[src/rtl/ra_bist_march.sv]
// March C- memory BIST controller with functional-path muxing, pipelined read
// compare and first-fail capture. Status/control words are MSB-first [0:31].
module ra_bist_march #(
  parameter int unsigned AW    = 6,
  parameter int unsigned DW    = 72,
  parameter int unsigned NR    = 2,
  parameter int unsigned RDLAT = 1
) (
  input  logic              clk,
  input  logic              reset,
  input  logic [0:31]       ctl,
  output logic [0:31]       status,
  input  logic [NR-1:0]     rd_enb_in,
  input  logic [NR*AW-1:0]  rd_adr_in,
  input  logic [NR*DW-1:0]  rd_dat,
  input  logic              wr_enb_in,
  input  logic [AW-1:0]     wr_adr_in,
  input  logic [DW-1:0]     wr_dat_in,
  output logic [NR-1:0]     rd_enb_out,
  output logic [NR*AW-1:0]  rd_adr_out,
  output logic              wr_enb_out,
  output logic [AW-1:0]     wr_adr_out,
  output logic [DW-1:0]     wr_dat_out
);

  localparam logic [1:0] S_IDLE  = 2'd0;
  localparam logic [1:0] S_RUN   = 2'd1;
  localparam logic [1:0] S_DRAIN = 2'd2;
  localparam logic [1:0] S_DONE  = 2'd3;

  localparam logic [AW-1:0] ADR_LAST   = '1;
  localparam logic [15:0]   DRAIN_LAST = 16'(RDLAT - 1);

  logic [1:0]    state_q, state_d;
  logic [2:0]    elem_q, elem_d;
  logic [AW-1:0] adr_q, adr_d;
  logic          op_q, op_d;
  logic [15:0]   drain_q, drain_d;
  logic          start_prev_q;
  logic          bg_q;
  logic [3:0]    mask_q;

  logic          fail_q;
  logic [7:0]    cnt_q;
  logic [2:0]    ffelem_q;
  logic [1:0]    ffport_q;
  logic [AW-1:0] ffadr_q;

  logic          pv_q    [RDLAT];
  logic [DW-1:0] pdat_q  [RDLAT];
  logic [2:0]    pelem_q [RDLAT];
  logic [AW-1:0] padr_q  [RDLAT];

  logic          busy, start_go, abort;
  logic          up, is_rd, last_op, last_adr, data_one;
  logic [DW-1:0] pat;
  logic [NR-1:0] mis;
  logic          mis_any;
  logic [1:0]    mis_port;
  logic          unused_ctl;

  assign unused_ctl = ^{ctl[3], ctl[8:31]};

  assign busy     = (state_q == S_RUN) || (state_q == S_DRAIN);
  assign abort    = busy && ctl[1];
  assign start_go = ctl[0] && !start_prev_q && ((state_q == S_IDLE) || (state_q == S_DONE));

  // Decode the current March C- operation from element and op slot
  always_comb begin
    up       = (elem_q < 3'd3);
    is_rd    = (elem_q != 3'd0) && !op_q;
    last_op  = ((elem_q == 3'd0) || (elem_q == 3'd5)) ? 1'b1 : op_q;
    last_adr = up ? (adr_q == ADR_LAST) : (adr_q == '0);
    if (is_rd) data_one = (elem_q == 3'd2) || (elem_q == 3'd4);
    else       data_one = (elem_q == 3'd1) || (elem_q == 3'd3);
  end

  // Background pattern for the current address, inverted for "1" data
  always_comb begin
    pat = '0;
    if (bg_q) begin
      for (int unsigned j = 0; j < DW; j++) begin
        pat[DW-1-j] = ((j % 2) == 1) ^ adr_q[AW-1];
      end
    end
    pat = pat ^ {DW{data_one}};
  end

  // Sequencer next state: addresses advance only after the last op of an element step
  always_comb begin
    state_d = state_q;
    elem_d  = elem_q;
    adr_d   = adr_q;
    op_d    = op_q;
    drain_d = drain_q;
    case (state_q)
      S_IDLE, S_DONE: begin
        if (start_go) begin
          state_d = S_RUN;
          elem_d  = '0;
          adr_d   = '0;
          op_d    = 1'b0;
        end
      end
      S_RUN: begin
        if (abort) begin
          state_d = S_IDLE;
        end else if (!last_op) begin
          op_d = 1'b1;
        end else begin
          op_d = 1'b0;
          if (!last_adr) begin
            adr_d = up ? adr_q + 1'b1 : adr_q - 1'b1;
          end else if (elem_q == 3'd5) begin
            state_d = S_DRAIN;
            drain_d = '0;
          end else begin
            elem_d = elem_q + 3'd1;
            adr_d  = (elem_q >= 3'd2) ? '1 : '0;
          end
        end
      end
      default: begin
        if (abort) begin
          state_d = S_IDLE;
        end else if (drain_q == DRAIN_LAST) begin
          state_d = S_DONE;
        end else begin
          drain_d = drain_q + 16'd1;
        end
      end
    endcase
  end

  // Sequencer and latched-configuration registers
  always_ff @(posedge clk) begin
    if (reset) begin
      state_q      <= S_IDLE;
      elem_q       <= '0;
      adr_q        <= '0;
      op_q         <= 1'b0;
      drain_q      <= '0;
      start_prev_q <= 1'b0;
      bg_q         <= 1'b0;
      mask_q       <= '0;
    end else begin
      state_q      <= state_d;
      elem_q       <= elem_d;
      adr_q        <= adr_d;
      op_q         <= op_d;
      drain_q      <= drain_d;
      start_prev_q <= ctl[0];
      if (start_go) begin
        bg_q   <= ctl[2];
        mask_q <= {ctl[7], ctl[6], ctl[5], ctl[4]};
      end
    end
  end

  // Expected-data pipeline aligned with the array read latency
  always_ff @(posedge clk) begin
    pdat_q[0]  <= pat;
    pelem_q[0] <= elem_q;
    padr_q[0]  <= adr_q;
    for (int unsigned k = 1; k < RDLAT; k++) begin
      pdat_q[k]  <= pdat_q[k-1];
      pelem_q[k] <= pelem_q[k-1];
      padr_q[k]  <= padr_q[k-1];
    end
    if (reset || abort || start_go) begin
      for (int unsigned k = 0; k < RDLAT; k++) pv_q[k] <= 1'b0;
    end else begin
      pv_q[0] <= (state_q == S_RUN) && is_rd;
      for (int unsigned k = 1; k < RDLAT; k++) pv_q[k] <= pv_q[k-1];
    end
  end

  // Per-port compare of returned data; lowest mismatching port wins
  always_comb begin
    logic found;
    mis      = '0;
    mis_port = '0;
    found    = 1'b0;
    for (int unsigned i = 0; i < NR; i++) begin
      if (pv_q[RDLAT-1] && mask_q[i] && (rd_dat[i*DW +: DW] != pdat_q[RDLAT-1])) begin
        mis[i] = 1'b1;
        if (!found) begin
          mis_port = 2'(i);
          found    = 1'b1;
        end
      end
    end
    mis_any = |mis;
  end

  // Fail flag, saturating count and first-fail capture
  always_ff @(posedge clk) begin
    if (reset || start_go) begin
      fail_q   <= 1'b0;
      cnt_q    <= '0;
      ffelem_q <= '0;
      ffport_q <= '0;
      ffadr_q  <= '0;
    end else if (busy && !abort && mis_any) begin
      fail_q <= 1'b1;
      if (cnt_q != 8'hFF) cnt_q <= cnt_q + 8'd1;
      if (!fail_q) begin
        ffelem_q <= pelem_q[RDLAT-1];
        ffadr_q  <= padr_q[RDLAT-1];
        ffport_q <= mis_port;
      end
    end
  end

  // Status word assembly
  always_comb begin
    status        = '0;
    status[0]     = busy;
    status[1]     = (state_q == S_DONE);
    status[2]     = fail_q;
    status[3:5]   = ffelem_q;
    status[6:7]   = ffport_q;
    status[8:15]  = cnt_q;
    status[16:31] = 16'(ffadr_q);
  end

  // Array request mux: BIST owns the array while busy, functional path otherwise
  always_comb begin
    if (busy) begin
      rd_enb_out = ((state_q == S_RUN) && is_rd) ? '1 : '0;
      rd_adr_out = {NR{adr_q}};
      wr_enb_out = (state_q == S_RUN) && !is_rd;
      wr_adr_out = adr_q;
      wr_dat_out = pat;
    end else begin
      rd_enb_out = rd_enb_in;
      rd_adr_out = rd_adr_in;
      wr_enb_out = wr_enb_in;
      wr_adr_out = wr_adr_in;
      wr_dat_out = wr_dat_in;
    end
  end

endmodule

[config.mk]
export PLATFORM = sky130hd
export DESIGN_NAME = ra_bist_march
export DESIGN_NICKNAME = d
export VERILOG_FILES = /design/src/rtl/ra_bist_march.sv
export SDC_FILE = /design/constraint.sdc
export NUM_CORES = 1
export LEC_CHECK = 0
export ABC_AREA = 1
export BUFFER_PORTS_ARGS = -buffer_cell sky130_fd_sc_hd__buf_2
export CAP_MARGIN = 10
export CORE_AREA = 2 2 154 156
export CTS_BUF_LIST = sky130_fd_sc_hd__clkbuf_8
export CTS_CLUSTER_SIZE = 24
export DETAILED_ROUTE_END_ITERATION = 6
export DIE_AREA = 0 0 156 158
export PLACE_DENSITY = 0.61
export REMOVE_ABC_BUFFERS = 1
export SYNTH_ARGS = -nofsm -noshare
export SYNTH_HDL_FRONTEND = slang
export SYNTH_SLANG_ARGS = --single-unit
export TNS_END_PERCENT = 1
[constraint.sdc]
create_clock -name clk -period 5.45 [get_ports clk]
set_input_delay 1.09 -clock clk [delete_from_list [all_inputs] [get_ports clk]]
set_output_delay 1.09 -clock clk [all_outputs]
set_load 0.01 [all_outputs]
==> impl_metrics.json <==
{
  "status": "finished clean",
  "largest_net_degree_at_the_start_of_global_routing": 100,
  "p_leak_nw": 4.21,
  "ioPinCount": 396,
  "setup_repair_after_global_routing_missed_its_margin": "no",
  "post_cts_resize_count": 0,
  "global_route_wire_length_before_repair_mm": 32.9,
  "track_usage_pct": 17.4,
  "detail_route.vias_per_cell": 4.47,
  "cts_buffer_count": 9,
  "insertedDiodeCount": 0,
  "whs_path_depth": 0,
  "required_ns": 4.36,
  "yosys_most_used_dff": "sky130_fd_sc_hd__dfxtp_1",
  "clkLatencyLatePin_ns": 0.36,
  "synthesis.area_per_instance_um2": 5.60,
  "synth-edff-count": 0,
  "overflow": 0,
  "finalMaxSlewViolations": 0,
  "type_of_destination_of_the_critical_path": "output port",
  "finalSetupViolations": 0,
  "timing.rr.start": "state_q[0]",
  "ant_nets": 0,
  "regToRegSetupSlack_ns": 2.02,
  "via_count_of_the_routed_design": 7049,
  "synth_largest_type_area_fraction_pct": 26.4,
  "synth_most_common_cell": "sky130_fd_sc_hd__nand2_1",
  "ff2ff_path_depth": 9,
  "ys_seq_elements": 63,
  "timing_worst_setup_path_type": "flop to output port",
  "critical_path_data_arrival_time_ns": 3.03,
  "core_region_area_um2": 23100,
  "die_h_um": 158,
  "clk_pin_slew_worst_paths_ns": 0.07,
  "pwr_density_cell_nw_per_um2": 364,
  "drv_cap": 0,
  "initial_core_util_pct": 22.9,
  "dr.pass1.iters": 5,
  "synth_sequential_area_ratio_pct": 23.8,
  "grt_antenna_before_repair": 2,
  "first_global_vias": 6524,
  "number_of_rows_created_at_floorplan": 56,
  "layout_worst_path_cycle_share_pct": 75.6,
  "final_period_minus_worst_setup_slack_ns": 4.12,
  "timing.max_slew.rel_slack_pct": 40.4,
  "clock_tree.htree_level_count": 3,
  "initialDrtViolationCount": 356,
  "min-delay-path-class": "flop to flop",
  "final_tns_setup_ns": 0,
  "dp_hpwl_mm": 19.0,
  "areaGrowthSynthToFinish_pct": 40.5,
  "worst_ir_drop_on_vdd_v": 0.000328,
  "startpoint": "state_q[0]",
  "synthesized_area_um2": 5290,
  "port-buffer-count": 357,
  "cts.repair_timing.setup_buffer_count": 0,
  "cts-hold-fix-buffers": 0,
  "hold_start": "elem_q[2]",
  "cts_tree": "yes",
  "crit_path_launch_type": "flop",
  "ys_types": 34,
  "timing.final.hold_violations": 0,
  "die-area_um2": 24600,
  "synth_area_leader_cell": "sky130_fd_sc_hd__nand2_1",
  "fin_total_pwr_mw": 2.71,
  "n_fill_cell": 2648,
  "post_drt_wl_per_cell_um": 14.3,
  "synth.cells.most_frequent": "sky130_fd_sc_hd__nand2_1, sky130_fd_sc_hd__nor2_1, sky130_fd_sc_hd__dfxtp_1, sky130_fd_sc_hd__inv_1, sky130_fd_sc_hd__nand3_1",
  "max_freq_mhz": 243,
  "drt-total-wl_mm": 22.5,
  "layout-drive-gt1-share_pct": 30.8,
  "critical_path_maximum_fanout": 99,
  "ys_async_sr_fraction_pct": 0,
  "finish.net_count": 1568,
  "fin_worst_skew_ns": 0.0123,
  "synthesis.yosys.warnings": 0,
  "die_x_um": 156,
  "route.detailed.drc": 0,
  "worst-slew-pin-transition_ns": 0.894,
  "cts_buffer_depth": 2,
  "cts_sinks": 63,
  "synth.area.top_cells": "sky130_fd_sc_hd__nand2_1, sky130_fd_sc_hd__dfxtp_1, sky130_fd_sc_hd__nor2_1",
  "cts-root-buf": "sky130_fd_sc_hd__clkbuf_8",
  "routabilityCongestion": 0.882,
  "netlist_instances": 945
}
## where the power goes
part | switching (mW) | internal (mW) | leakage, nW
registers | 0.0800 | 0.514 | 0.511
clock network | 0.189 | 0.185 | 0.0977
logic | 1.14 | 0.602 | 3.60
total | 1.41 | 1.30 | 4.21
## cells in the final DEF (no fill, tap or decap), types with 2 or more instances in the layout
| cell type | Yosys | layout |
|---|---|---|
| sky130_fd_sc_hd__or2_1 | 10 | 10 |
| sky130_fd_sc_hd__clkinv_2 | 0 | 2 |
| sky130_fd_sc_hd__nand2_2 | 5 | 5 |
| sky130_fd_sc_hd__xnor2_1 | 2 | 2 |
| sky130_fd_sc_hd__nor2_1 | 144 | 144 |
| sky130_fd_sc_hd__nor3_1 | 27 | 27 |
| sky130_fd_sc_hd__xor2_1 | 14 | 14 |
| sky130_fd_sc_hd__inv_2 | 8 | 8 |
| sky130_fd_sc_hd__nor4_1 | 7 | 7 |
| sky130_fd_sc_hd__o21ai_2 | 2 | 2 |
| sky130_fd_sc_hd__a211oi_1 | 3 | 3 |
| sky130_fd_sc_hd__inv_1 | 62 | 64 |
| sky130_fd_sc_hd__nand3b_1 | 12 | 12 |
| sky130_fd_sc_hd__or2_2 | 4 | 4 |
| sky130_fd_sc_hd__clkbuf_8 | 0 | 11 |
| sky130_fd_sc_hd__nand2_1 | 372 | 372 |
| sky130_fd_sc_hd__nand3_1 | 49 | 49 |
| sky130_fd_sc_hd__conb_1 | 1 | 11 |
| sky130_fd_sc_hd__buf_4 | 15 | 3 |
| sky130_fd_sc_hd__a21o_1 | 2 | 2 |
| sky130_fd_sc_hd__ha_1 | 15 | 14 |
| sky130_fd_sc_hd__a21oi_1 | 46 | 46 |
| sky130_fd_sc_hd__o21ai_0 | 24 | 24 |
| sky130_fd_sc_hd__nand4_1 | 21 | 21 |
| sky130_fd_sc_hd__buf_2 | 12 | 357 |
| sky130_fd_sc_hd__dfxtp_1 | 63 | 63 |
## routing by layer
metal | vias to the layer above | wire length, um | share of wire [%] | global-route usage [%]
met5 | - | 13 | 0.058 | 0
met4 | 2 | 1080 | 4.8 | 9.17
met3 | 42 | 1830 | 8.1 | 5.12
met2 | 312 | 11600 | 51 | 34.2
met1 | 3045 | 8030 | 36 | 16.2
li1 | 3648 | - | - | -
## cell families after synthesis
kind of cell / Yosys count / synth area share [%]
compound gates: 80 / 8.23
xor+xnor: 16 / 2.65
fa+ha+maj: 16 / 3.93
buf+inv: 115 / 9.79
flops: 63 / 23.8
other cells: 1 / 0.0709
simple gates: 654 / 51.5
## path summary, 6_finish.rpt
check / endpoint
worst max-delay path: wr_dat_out[47]
worst min-delay path: pelem_q[0][2]
worst max register to register: ffport_q[0]
worst min register to register: pelem_q[0][2]
## final cells by class
class / instances / area [um2] / share of cell area [%]
inverter: 70 / 263 / 3.53
multi-input combinational: 777 / 3560 / 47.9
clock buffer: 11 / 151 / 2.04
timing repair buffer: 360 / 1810 / 24.3
sequential: 63 / 1260 / 17.0
clock inverter: 5 / 25.0 / 0.337
tap: 290 / 363 / 4.88
## critical path, cell delays in order, from the launching register on
cell and delay [ns]:
sky130_fd_sc_hd__dfxtp_1 0.38, sky130_fd_sc_hd__inv_1 0.09, sky130_fd_sc_hd__ha_4 0.86, sky130_fd_sc_hd__inv_1 0.45, sky130_fd_sc_hd__nand2_1 0.17, sky130_fd_sc_hd__buf_4 0.34, sky130_fd_sc_hd__nand2_1 0.16, sky130_fd_sc_hd__buf_2 0.18
## per-stage QoR
step	cells	utilization, %	setup WS [ns]	cell area, um2	hold slack, ns
after CTS	1576	32.2	1.30	7430	0.389
after global placement	1560	31.5	1.77	7260	0.377
after floorplan	910	-	0.787	5070	0.363
final	1576	32.2	1.33	7430	0.392
after global routing	1576	32.2	1.02	7430	0.409
after detailed placement	1560	31.5	1.71	7260	0.374
## state kept, by name, summed over array words and instances, names as in the netlist
register      count
ffelem_q          3
fail_q            1
pelem_q           3
padr_q            6
ffadr_q           6
start_prev_q      1
state_q           2
ffport_q          1
bg_q              1
elem_q            3
cnt_q             8
pdat_q            2
drain_q          16
mask_q            2
adr_q             6
pv_q              1
op_q              1
(Power assumes the default switching activity.)
